==> src/rtl/mips_pkg.sv <==
// Shared definitions for the multicycle MIPS datapath: memory sequencer states,
// default memory latency and instruction field positions.
package mips_pkg;

    typedef enum logic [2:0] {
        IDLE       = 3'd0,
        RD_WAIT    = 3'd1,
        RD_CAPTURE = 3'd2,
        WR_PULSE   = 3'd3,
        DONE       = 3'd4
    } mem_state_e;

    localparam int MEM_LATENCY_DEFAULT = 2;

    localparam int OPCODE_MSB = 31;
    localparam int OPCODE_LSB = 26;
    localparam int FUNCT_MSB  = 5;
    localparam int FUNCT_LSB  = 0;

endpackage

==> src/rtl/mem_access_sequencer.sv <==
// Sequences one memory read or write at a time for the multicycle datapath,
// capturing read data into either the instruction register or the memory data register.
module mem_access_sequencer
    import mips_pkg::*;
#(
    parameter int MEM_LATENCY = MEM_LATENCY_DEFAULT
)
(
    input  logic        clock,
    input  logic        reset,
    input  logic        req,
    input  logic        req_we,
    input  logic        req_fetch,
    input  logic [31:0] req_addr,
    input  logic [31:0] req_wdata,
    input  logic [31:0] mem_rdata,
    output logic [31:0] mem_addr,
    output logic [31:0] mem_wdata,
    output logic        mem_wr,
    output logic        busy,
    output logic        done,
    output logic [31:0] ir,
    output logic [31:0] mdr,
    output logic [5:0]  opcode,
    output logic [5:0]  funct
);

    // The wait counter runs from MEM_LATENCY-1 down to 0, so RD_WAIT spans MEM_LATENCY cycles.
    localparam logic [2:0] WAIT_LOAD = 3'(MEM_LATENCY - 1);

    mem_state_e  state_q, state_d;
    logic [2:0]  cnt_q, cnt_d;
    logic [31:0] addr_q, addr_d;
    logic [31:0] wdata_q, wdata_d;
    logic        fetch_q, fetch_d;
    logic [31:0] ir_q, ir_d;
    logic [31:0] mdr_q, mdr_d;

    always_ff @(posedge clock or posedge reset) begin
        if (reset) begin
            state_q <= IDLE;
            cnt_q   <= 3'd0;
            addr_q  <= 32'd0;
            wdata_q <= 32'd0;
            fetch_q <= 1'b0;
            ir_q    <= 32'd0;
            mdr_q   <= 32'd0;
        end else begin
            state_q <= state_d;
            cnt_q   <= cnt_d;
            addr_q  <= addr_d;
            wdata_q <= wdata_d;
            fetch_q <= fetch_d;
            ir_q    <= ir_d;
            mdr_q   <= mdr_d;
        end
    end

    // Requests are only looked at in IDLE; everywhere else they are dropped, not queued.
    always_comb begin
        state_d = state_q;
        cnt_d   = cnt_q;
        addr_d  = addr_q;
        wdata_d = wdata_q;
        fetch_d = fetch_q;
        ir_d    = ir_q;
        mdr_d   = mdr_q;
        case (state_q)
            IDLE: begin
                if (req) begin
                    addr_d  = req_addr;
                    wdata_d = req_wdata;
                    fetch_d = req_fetch;
                    if (req_we) begin
                        state_d = WR_PULSE;
                    end else begin
                        state_d = RD_WAIT;
                        cnt_d   = WAIT_LOAD;
                    end
                end
            end
            RD_WAIT: begin
                if (cnt_q == 3'd0) begin
                    state_d = RD_CAPTURE;
                end else begin
                    cnt_d = cnt_q - 3'd1;
                end
            end
            RD_CAPTURE: begin
                if (fetch_q) begin
                    ir_d = mem_rdata;
                end else begin
                    mdr_d = mem_rdata;
                end
                state_d = DONE;
            end
            WR_PULSE: state_d = DONE;
            DONE:     state_d = IDLE;
            default:  state_d = IDLE;
        endcase
    end

    // Strobes decode straight from the state register so reset clears them without waiting for an edge.
    assign mem_wr    = (state_q == WR_PULSE);
    assign busy      = (state_q != IDLE);
    assign done      = (state_q == DONE);
    assign mem_addr  = addr_q;
    assign mem_wdata = wdata_q;
    assign ir        = ir_q;
    assign mdr       = mdr_q;
    assign opcode    = ir_q[OPCODE_MSB:OPCODE_LSB];
    assign funct     = ir_q[FUNCT_MSB:FUNCT_LSB];

endmodule

==> config.mk <==
export PLATFORM = sky130hd
export DESIGN_NAME = mem_access_sequencer
export DESIGN_NICKNAME = d
export VERILOG_FILES = /design/src/rtl/mips_pkg.sv /design/src/rtl/mem_access_sequencer.sv
export SDC_FILE = /design/constraint.sdc
export NUM_CORES = 1
export LEC_CHECK = 0
export CAP_MARGIN = 20
export CORE_MARGIN = 5
export CORE_UTILIZATION = 45
export DETAILED_ROUTE_END_ITERATION = 12
export HOLD_SLACK_MARGIN = 0.03
export PLACE_DENSITY = 0.86
export SYNTH_ARGS = -nofsm -noshare
export SYNTH_HDL_FRONTEND = slang
export SYNTH_SLANG_ARGS = --single-unit
==> constraint.sdc <==
create_clock -name clock -period 12.75 [get_ports clock]
set_clock_uncertainty 0.1 [all_clocks]
set_input_delay 1.9125 -clock clock [delete_from_list [all_inputs] [get_ports clock]]
set_output_delay 1.9125 -clock clock [all_outputs]
set_load 0.01 [all_outputs]
== Word-level counts from Yosys, hierarchy flattened ==
Cells that the tools add are included.
Storage, ports and cells
  register bits: 135
  latch bits: 0
  RAM bits: 0
  memory bits (read-only): 0
  bits of input ports: 101
  output and inout bits: 143
  logic and storage cells: 35
  memories kept: 0
Operators by class
  $add $sub $neg: 1
  multiply operators: 0
  divide/modulo/power cells: 0
  magnitude comparators: 0
  equality and inequality tests: 8
  shifts and indexed selects: 0
  multiplexer cells: 8
  bitwise operators: 1
  reduce and logical (&&, ||, !) cells: 10
Operators by type and width (count)
  $mux W3: 5
  $pmux W3 S3: 1
  $ne A2 B2 Y1 const B: 4
  $reduce_and A2 Y1: 4
  $eq A3 B2 Y1 const B: 2
  $logic_not A3 Y1: 2
  $pmux W3 S2: 1
  $reduce_and A4 Y1: 1
  $eq A3 B1 Y1 const B: 1
  $eq A3 B3 Y1 const B: 1
  $reduce_bool A3 Y1: 1
  $sub A3 B1 Y3 const B: 1
  $mux W2: 1
  $reduce_bool A2 Y1: 1
  $reduce_or A2 Y1: 1
  $not A1 Y1: 1

== Logic depth before layout (Yosys ltp) ==
Gate-level depths: netlist (run 1).
  word-level depth: 3
  mapped depth: 7
  gate-level depth less buffers: 6

== Worst setup path after synthesis (run 1) ==
Ideal clock, no wire load.
  kind: input-to-reg
  from: in req
  to: reg wdata_q[0], in the netlist mem_wdata[0]
  library setup time: 0.117 ns
  data arrival time: 2.823 ns
  data required time: 12.533 ns
  slack: 9.710 ns
  stages on the path: 6
  buffers on the path: 3
  cell sequence: or4b_1 -> clkbuf_1 -> buf_6 -> buf_6 -> nand2_1 -> nand2_1
On the way
  longest elaborated chain between the ends: 1
RTL lines
  from (decl): line mem_access_sequencer.sv:11  | input logic req,
  $reduce_and A2 Y1 (no source line)
  to (signal assigned): line mem_access_sequencer.sv:52  | wdata_q <= wdata_d;
  to (decl): line mem_access_sequencer.sv:34  | logic [31:0] wdata_q, wdata_d;
No other way between the ends.
A chain may end at the register's enable or synchronous reset.

== Worst setup path in the final report (run 1) ==
  from: reg state_q[1]
  to: out mem_wr
On the way
  longest elaborated chain between the ends: 1
RTL lines
  from (decl): line mem_access_sequencer.sv:31  | mem_state_e state_q, state_d;
  from (signal assigned): line mem_access_sequencer.sv:49  | state_q <= state_d;
  $eq A3 B2 Y1: line mem_access_sequencer.sv:104  | assign mem_wr = (state_q == WR_PULSE);
  to (decl): line mem_access_sequencer.sv:19  | output logic mem_wr,
No other way between the ends.

==> results of run 1 <==
-- worst paths after layout --
path                             start  depth (start not counted)       endpoint  slack, ns
min in group asynchronous        reset                          2  mem_wdata[26]       1.86
max                         state_q[1]                          3         mem_wr       8.90
min                        mem_addr[6]                          2    mem_addr[6]       0.37
min reg2reg                mem_addr[6]                          2    mem_addr[6]       0.37
max in group asynchronous        reset                          4          ir[5]       9.51
max reg2reg                 state_q[2]                          4   mem_addr[18]      10.46
-- layer usage --
metal | vias up | share of wire [%] | global-route usage (%)
li1 | 1920 | - | -
met2 | 189 | 51 | 35.6
met5 | - | 0 | 0
met1 | 1975 | 40 | 25.1
met4 | 0 | 2.2 | 7.58
met3 | 22 | 7.3 | 6.30
-- flip-flops by register name, indices dropped and copies added (netlist names) --
| register | flops |
|---|---|
| ir | 32 |
| mdr | 32 |
| mem_addr | 32 |
| mem_wdata | 32 |
| cnt_q | 3 |
| state_q | 3 |
| fetch_q | 1 |
-- logic make-up after synthesis --
group | after synthesis | synth area share (%)
fa+ha+maj | 2 | 0.473
flops | 135 | 63.8
buf+inv | 40 | 5.46
simple gates | 210 | 15.9
mux | 65 | 13.8
compound gates | 4 | 0.473
-- worst max-delay path: stages, from the launching register on --
cell,delay [ns]
dfrtp_1,0.47
nor2b_2,0.24
and2_1,0.14
clkdlybuf4s50_1,0.60
-- layout by cell type (no fill, tap or decap), types with 3 or more instances in the layout --
master / n
inv_1: 3
buf_4: 6
dfrtp_1: 135
nand2_1: 199
mux2_1: 10
bufinv_16: 3
inv_6: 3
mux2_2: 55
clkdlybuf4s50_1: 243
clkbuf_16: 17
clkinv_4: 4
-- power groups by stage --
stage / logic [mW] / clock network (mW) / registers, mW
2_1_floorplan: 0.375 / 0 / 0.846
3_3_place_gp: 0.959 / 0 / 0.763
3_5_place_dp: 0.989 / 0 / 0.775
4_1_cts: 0.992 / 0.501 / 0.774
5_1_grt: 1.06 / 0.521 / 0.802
6_report: 0.977 / 0.492 / 0.775
-- area by class of cell --
class                   instances  area, µm²  area share, %
clock buffers                  19        433           5.21
clock inverters                13        171           2.06
inverters                       4       17.5          0.211
multi-input cells             281       1630           19.6
flip-flops and latches        135       3380           40.6
well taps                     143        179           2.15
repair buffers                250       2500           30.1
-- through the flow --
step | power (mW) | utilization (%) | setup slack (ns) | hold slack, ns
after floorplan | 1.22 | - | 7.13 | 0.386
after global placement | 1.72 | 67.0 | 8.64 | 0.358
after detailed placement | 1.76 | 67.0 | 8.58 | 0.362
after CTS | 2.27 | 72.3 | 8.86 | 0.377
after global routing | 2.38 | 72.5 | 8.80 | 0.398
final | 2.24 | 72.5 | 8.90 | 0.373
==> out/metrics.cfg, run 1 <==
[drt]
drt_iter0_markers=239
ant_nets=0
wire_per_inst_um=17.4
via_per_inst=4.86
drt_first_pass_iters=4
via_count=4106
routed_wl_um=14700
drc=0

[worst_setup_path]
arrival_ns=1.84
crit_fanout=7
worst_ep_required_time_ns=10.74
start_kind=flip-flop
cp-end-kind=primary output
crit_type=reg -> out

[placed_design]
place_congestion=0.775
hpwlAfterDp_um=10800
io_buffers=243
dp_cells=812
place_area_mm2=0.00768

[timing]
tns_ns=0
maxSlewViolCount=0
fin_crit_ns=3.85
period_share_pct=30.2
hold_viol_final=0
finalSetupViolCount=0
relSlewSlack_pct=55.9
max_freq_mhz=260
rsz0062_at_grt=no
tightest_slew_ns=0.662

[die]
ios=244
die_x_um=118
die_h_um=118
rows=39
dieArea_mm2=0.0140
design.core.area_mm2=0.0115
initial_utilization_pct=46.2

[clocking]
cts_max_level=4
clkSinkCount=135
cts_buffer_depth=2
cts_resized=0
cts_hold_buffers=0
cts_root_buf=clkbuf_16
postCtsSetupBuffers=0
cts-buffers-inserted=17
insertion_delay_ns=0.39
cts_tree=done
cts.clk_slew.worst_paths_ns=0.06

[logic_synthesis]
async_flop_share_pct=100
syn_nets=559
synthCells=456
synth-seq-cells=135
ys_dominant_reg_cell=dfrtp_1
synth_area_mm2=0.00529
synth_warnings=0
synth.top_cell.area_share_pct=63.8
synth_edf_count=0
yosysTopAreaCell=dfrtp_1
yosysSeqAreaShare_pct=63.8
synthTopCellsByArea=dfrtp_1 64%, nand2_1 14%, mux2_2 12%
syn_area_per_cell_um2=11.6
synthMostInstantiatedCell=nand2_1
synthDistinctLibCells=24
synthTopCellsByCount=199 x nand2_1, 135 x dfrtp_1, 55 x mux2_2, 12 x buf_4, 11 x buf_6

[grt]
grt_pass1_vias=4493
grt_max_degree=86
grt_util_all_layers_pct=20.9
antenna_found_initial=0
grt_pass1_wl_um=23600
overflow=0

[finish]
area_growth_pct=57.1
finalNetCount=792
stdcell_area_mm2=0.00832
antenna_cells=0
final_cells=845
drive_above_1_share_pct=13.8
n_fill_cell=748

[power_and_ir_drop]
powerDensity_mw_per_mm2=270
switching_share_pct=32.7
p_switching_mw=0.734
ir_worst_vdd_uv=171
internal_power_mw=1.51
p_comb_share_pct=43.6
power_frac_seq_pct=34.5
p_clk_share_pct=21.9
p_leak_nw=3.82

[outcome]
status=finished, final reports clean

[worst_hold_path]
hold_class=reg -> reg

[job]
cap_viol_max_count=0

Note: power is estimated with default switching activity, not from simulation.
==> run 2: changes to the inputs <==
--- a/config.mk
+++ b/config.mk
@@ -7,10 +7,10 @@
 export LEC_CHECK = 0
 export CAP_MARGIN = 20
 export CORE_MARGIN = 5
-export CORE_UTILIZATION = 45
+export CORE_UTILIZATION = 37
 export DETAILED_ROUTE_END_ITERATION = 12
 export HOLD_SLACK_MARGIN = 0.03
-export PLACE_DENSITY = 0.86
+export PLACE_DENSITY = 0.76
 export SYNTH_ARGS = -nofsm -noshare
 export SYNTH_HDL_FRONTEND = slang
 export SYNTH_SLANG_ARGS = --single-unit
==> constraint.sdc (replaced) <==
create_clock -name clock -period 3.5 [get_ports clock]
set_clock_uncertainty 0.1 [all_clocks]
set_input_delay 0.525 -clock clock [delete_from_list [all_inputs] [get_ports clock]]
set_output_delay 0.525 -clock clock [all_outputs]
set_load 0.01 [all_outputs]
==> out/metrics.cfg, run 2 (synthesis gave the netlist of run 1 again) <==
[finish]
drive_above_1_share_pct=13.4  ; was 13.8%
final_cell_mix=243 x clkdlybuf4s50_1, 199 x nand2_1, 135 x dfrtp_1  ; unchanged
final_cells=880  ; was 845
final_common_cell=clkdlybuf4s50_1  ; unchanged
antenna_cells=0  ; unchanged
finalNetCount=791  ; was 792
n_fill_cell=1118  ; was 748
area_growth_pct=57.2  ; was 57.1%

[clocking]
cts_resized=0  ; unchanged
postCtsSetupBuffers=0  ; unchanged
cts.clk_slew.worst_paths_ns=0.05  ; was 0.06 ns
clkSinkCount=135  ; unchanged
cts_max_level=4  ; unchanged
cts_root_buf=clkbuf_16  ; unchanged
cts_buffer_depth=2  ; unchanged
cts-buffers-inserted=17  ; unchanged
cts_tree=done  ; unchanged
insertion_delay_ns=0.40  ; was 0.39 ns
cts_hold_buffers=0  ; unchanged

[grt]
grt_util_all_layers_pct=16.6  ; was 20.9%
top_usage_layer=met2  ; unchanged
grt_pass1_vias=4315  ; was 4,493
grt_pass1_wl_um=21800  ; was 23,600 µm
met1_usage_pct=19.9  ; was 25.1%
met2_usage_pct=27.2  ; was 35.6%
gr-usage-met3_pct=6.60  ; was 6.30%
antenna_found_initial=0  ; unchanged
overflow=0  ; unchanged
grt_max_degree=136  ; was 86

[die]
rows=43  ; was 39
dieArea_mm2=0.0168  ; was 0.0140 mm²
die_h_um=130  ; was 118 µm
design.core.area_mm2=0.0139  ; was 0.0115 mm²
ios=244  ; unchanged
initial_utilization_pct=38.0  ; was 46.2%
die_x_um=130  ; was 118 µm

[worst_setup_path]
rrSetupSlack_ns=1.43  ; was 10.46 ns
crit_chain=nor2b_2, and2_1, clkdlybuf4s50_1  ; unchanged
r2r-end=mem_wdata[21]  ; was mem_addr[18]
rr_startpoint=state_q[2]  ; unchanged
cp-end-kind=primary output  ; unchanged
crit_type=reg -> out  ; unchanged
ff2ff_path_depth=4  ; unchanged
worst_ep_required_time_ns=2.87  ; was 10.74 ns
worst-path-stages=3  ; unchanged
critPathBufInv=1  ; unchanged
crit_fanout=7  ; unchanged
endpoint=mem_wr  ; unchanged
arrival_ns=1.84  ; about the same
path_delay_family=buffers and inverters  ; unchanged
start_kind=flip-flop  ; unchanged
cpPeakStageDelay_ns=0.59  ; was 0.60 ns
crit_path_top_delay_cell=clkdlybuf4s50_1  ; unchanged
crit_start=state_q[1]  ; unchanged

[timing]
rsz0062_at_grt=no  ; unchanged
finalSetupViolCount=0  ; unchanged
period_share_pct=70.5
tns_ns=0  ; unchanged
worst_slack_ns=1.03  ; was 8.90 ns
relSlewSlack_pct=53.3  ; was 55.9%
hold_viol_final=0  ; unchanged
maxSlewViolCount=0  ; unchanged
fin_crit_ns=2.47
max_freq_mhz=405
tightest_slew_ns=0.700  ; was 0.662 ns

[drt]
ant_nets=0  ; unchanged
via_per_inst=4.54  ; was 4.86
wire_per_inst_um=15.6  ; was 17.4 µm
drc=0  ; unchanged
drt_first_pass_iters=4  ; unchanged
routed_wl_um=13700  ; was 14,700 µm
drt_iter0_markers=262  ; was 239
via_count=3997  ; was 4,106

[power_and_ir_drop]
switching_share_pct=32.0  ; was 32.7%
p_clk_share_pct=21.3  ; was 21.9%
p_leak_nw=3.80  ; was 3.82 nW
p_comb_share_pct=43.8  ; was 43.6%
internal_power_mw=5.46  ; was 1.51 mW
ir_worst_vdd_uv=385  ; was 171 µV
p_switching_mw=2.57  ; was 0.734 mW
power_frac_seq_pct=34.9  ; was 34.5%
powerDensity_mw_per_mm2=966  ; was 270 mW/mm²
total_power_mw=8.03  ; was 2.24 mW

[placed_design]
io_buffers=243  ; unchanged
place_congestion=0.791  ; was 0.775
hpwlAfterDp_um=10100  ; was 10,800 µm
dp_cells=849  ; was 812
place_ws_ns=0.974  ; was 8.58 ns

[outcome]
status=finished, final reports clean  ; unchanged

[worst_hold_path]
hold_class=reg -> reg  ; unchanged

[job]
cap_viol_max_count=0  ; unchanged

[run 2: changes by cell type in the layout (fill, tap and decap cells not counted), moves of 2 or more]
cell,previous run,this run
clkbuf_8,0,3
clkinv_2,1,3
clkinv_4,4,0
clkinvlp_4,2,4
inv_6,3,0
[run 2: power groups by stage]
stage | clock network (mW) | registers (mW) | logic (mW)
6_report | 1.71 | 2.80 | 3.52
5_1_grt | 1.83 | 2.90 | 3.83
4_1_cts | 1.76 | 2.81 | 3.59
3_5_place_dp | 0 | 2.81 | 3.59
3_3_place_gp | 0 | 2.78 | 3.50
2_1_floorplan | 0 | 3.08 | 1.36
[run 2: worst min-delay path by stage]
stage	depth (start not counted)	slack, ns	end	from
after global routing	2	0.40	mem_addr[23]	mem_addr[23]
after floorplan	1	0.39	state_q[1]	state_q[1]
after CTS	2	0.37	mem_wdata[11]	mem_wdata[11]
after detailed placement	2	0.36	mem_addr[19]	mem_addr[19]
after global placement	2	0.36	mem_addr[27]	mem_addr[27]
final	2	0.37	mem_wdata[18]	mem_wdata[18]
[run 2: area by class of cell]
class / count / area (µm²) / share of cell area (%)
multi-input combinational: 281 / 1630 / 19.6
clock inverter: 8 / 97.6 / 1.17
sequential: 135 / 3380 / 40.6
clock buffer: 23 / 478 / 5.75
timing repair buffer: 249 / 2490 / 29.9
inverter: 4 / 18.8 / 0.226
tap: 180 / 225 / 2.71
[run 2: worst reg2reg max path, stage by stage (launching register included)]
cell and delay [ns]:
dfrtp_1 0.47, or4b_2 0.77, buf_4 0.37, nand2_1 0.18
nand2_1 0.07
[run 2: stage by stage]
stage,cell area [µm²],hold slack [ns],util [%]
floorplan,5300,0.386,-
global placement,7740,0.359,55.6
detailed placement,7740,0.361,55.6
CTS,8320,0.374,59.7
global route,8320,0.398,59.7
finish,8320,0.371,59.7
[run 2: metal layers]
metal  wire [µm]  part of all wire [%]
met1        5680                    41
met2        6680                    49
met3        1140                   8.3
met4         218                   1.6
met5           0                     0
==> run 3: changes to the inputs <==
==> constraint.sdc (replaced) <==
create_clock -name clock -period 2.15 [get_ports clock]
set_clock_uncertainty 0.1 [all_clocks]
set_input_delay 0.3225 -clock clock [delete_from_list [all_inputs] [get_ports clock]]
set_output_delay 0.3225 -clock clock [all_outputs]
set_load 0.01 [all_outputs]
==> out/metrics.cfg, run 3 (synthesis gave the netlist of run 1 again) <==
[finish]
area_growth_pct=59.3  ; was 57.2%
drive_above_1_share_pct=14.5  ; was 13.4%
final_cell_mix=240 x clkdlybuf4s50_1, 199 x nand2_1, 134 x dfrtp_1  ; was 243 x clkdlybuf4s50_1, 199 x nand2_1, 135 x dfrtp_1
final_common_cell=clkdlybuf4s50_1  ; unchanged
multi_input_area_mm2=0.00163  ; unchanged
finalNetCount=794  ; was 791
antenna_cells=0  ; unchanged
regArea_mm2=0.00338  ; about the same
stdcell_area_mm2=0.00843  ; was 0.00832 mm²
n_fill_cell=1080  ; was 1,118
final_cells=884  ; was 880

[drt]
wire_per_inst_um=15.9  ; was 15.6 µm
routed_wl_um=14100  ; was 13,700 µm
ant_nets=0  ; unchanged
via_count=4058  ; was 3,997
drt_first_pass_iters=4  ; unchanged
via_per_inst=4.59  ; was 4.54
drc=0  ; unchanged
drt_iter0_markers=201  ; was 262

[grt]
grt_util_all_layers_pct=16.9  ; was 16.6%
grt_max_degree=88  ; was 136
antenna_found_initial=0  ; unchanged
overflow=0  ; unchanged
grt_pass1_vias=4439  ; was 4,315
grt_pass1_wl_um=22100  ; was 21,800 µm

[timing]
relSlewSlack_pct=60.1  ; was 53.3%
max_freq_mhz=508
period_share_pct=91.6
tightest_slew_ns=0.599  ; was 0.700 ns
hold_viol_final=0  ; unchanged
rsz0062_at_grt=no  ; unchanged
maxSlewViolCount=0  ; unchanged
fin_crit_ns=1.97
finalSetupViolCount=0  ; unchanged

[job]
cap_viol_max_count=0  ; unchanged

[power_and_ir_drop]
switching_share_pct=32.0  ; about the same
ir_worst_vdd_uv=713  ; was 385 µV
p_comb_share_pct=43.9  ; was 43.8%
p_switching_mw=4.27  ; was 2.57 mW
power_frac_seq_pct=34.2  ; was 34.9%
p_leak_nw=3.85  ; was 3.80 nW
p_clk_share_pct=21.9  ; was 21.3%
powerDensity_mw_per_mm2=1580  ; was 966 mW/mm²
internal_power_mw=9.07  ; was 5.46 mW

[die]
die_x_um=130  ; unchanged
ios=244  ; unchanged
design.core.area_mm2=0.0139  ; unchanged
rows=43  ; unchanged
dieArea_mm2=0.0168  ; unchanged
initial_utilization_pct=38.0  ; unchanged
die_h_um=130  ; unchanged

[worst_setup_path]
start_kind=flip-flop  ; unchanged
crit_chain=or3_1, dlygate4sd2_1  ; was nor2b_2, and2_1, clkdlybuf4s50_1
rr_startpoint=state_q[2]  ; unchanged
worst_ep_required_time_ns=1.73  ; was 2.87 ns
crit_fanout=7  ; unchanged
crit_type=reg -> out  ; unchanged
crit_path_top_delay_cell=dfrtp_1  ; was clkdlybuf4s50_1
crit_start=state_q[2]  ; was state_q[1]
rrSetupSlack_ns=0.27  ; was 1.43 ns
cpPeakStageDelay_ns=0.46  ; was 0.59 ns
arrival_ns=1.55  ; was 1.84 ns
cp-end-kind=primary output  ; unchanged

[placed_design]
place_congestion=0.773  ; was 0.791
place_area_mm2=0.00783  ; was 0.00774 mm²
hpwlAfterDp_um=10500  ; was 10,100 µm
dp_cells=852  ; was 849
io_buffers=243  ; unchanged

[clocking]
insertion_delay_ns=0.41  ; was 0.40 ns
cts_tree=done  ; unchanged
cts.clk_slew.worst_paths_ns=0.05  ; about the same
cts_max_level=4  ; unchanged
cts_buffer_depth=2  ; unchanged
clkSinkCount=135  ; unchanged
cts-buffers-inserted=17  ; unchanged
cts_root_buf=clkbuf_16  ; unchanged

[worst_hold_path]
hold_class=in -> async  ; was reg -> reg

[outcome]
status=finished, final reports clean  ; unchanged

## run 3: cell types whose count changed in the layout (fill, tap and decap cells not counted), sizes merged
| cell | before | now |
|---|---|---|
| clkdlybuf4s50 | 243 | 240 |
| dlygate4sd2 | 0 | 3 |
| bufinv | 2 | 3 |
| clkbuf | 23 | 19 |
| buf | 6 | 9 |
| clkinv | 3 | 6 |
| clkinvlp | 4 | 5 |
## run 3: layout make-up
type | count | share of cell area [%]
clock buffers | 19 | 5.37
clock inverters | 13 | 1.82
inverters | 4 | 0.223
multi-input cells | 281 | 19.3
flip-flops and latches | 135 | 40.1
well taps | 180 | 2.67
repair buffers | 252 | 30.5
## run 3: per-stage QoR
stage | setup TNS (ns) | power (mW) | setup WS (ns) | hold slack, ns | util (%)
final | 0 | 13.3 | 0.182 | 0.314 | 60.5
after global routing | 0 | 14.2 | 0.0914 | 0.330 | 60.5
after CTS | 0 | 13.6 | 0.134 | 0.322 | 60.5
after detailed placement | -0.00658 | 10.6 | -0.00471 | 0.361 | 56.2
after global placement | 0 | 10.4 | 0.0465 | 0.357 | 56.2
after floorplan | 0 | 7.24 | 0.0483 | 0.328 | -
## run 3: path summary, 6_finish.rpt
check / cells past startpoint / to
min in group clock: 3 / mem_addr[16]
max in group asynchronous: 3 / mem_wdata[25]
max reg2reg: 4 / mem_addr[21]
max: 2 / busy
min: 3 / ir[9]
min reg2reg: 2 / mem_addr[7]
## run 3: routing by layer
metal  global-route usage (%)  routed length, µm  vias up
li1                         -                  -     1915
met2                     28.8               7070      176
met5                        0                  0        -
met3                     6.31               1260       24
met1                     19.1               5450     1943
met4                     6.91                303        0
## run 3: what timing repair did
action                     4_1_cts  5_1_grt
hold buffers                     0        0
resized for setup                4        0
setup endpoints to repair        3        0
setup buffers                    0        0
## run 3: power by group through the flow
stage                     Combinational, mW  Sequential, mW  Clock, mW
after floorplan                        2.22            5.02          0
after global placement                 5.85            4.52          0
after detailed placement               6.00            4.59          0
after CTS                              5.98            4.57       3.01
after global routing                   6.37            4.72       3.12
final                                  5.86            4.56       2.92
## run 3: critical path: cells and delay by family, from the launching register on
kind	cells	cell delay (ns)
DFF	1	0.46
and+or+nand+nor	1	0.38
buffers and inverters	1	0.31
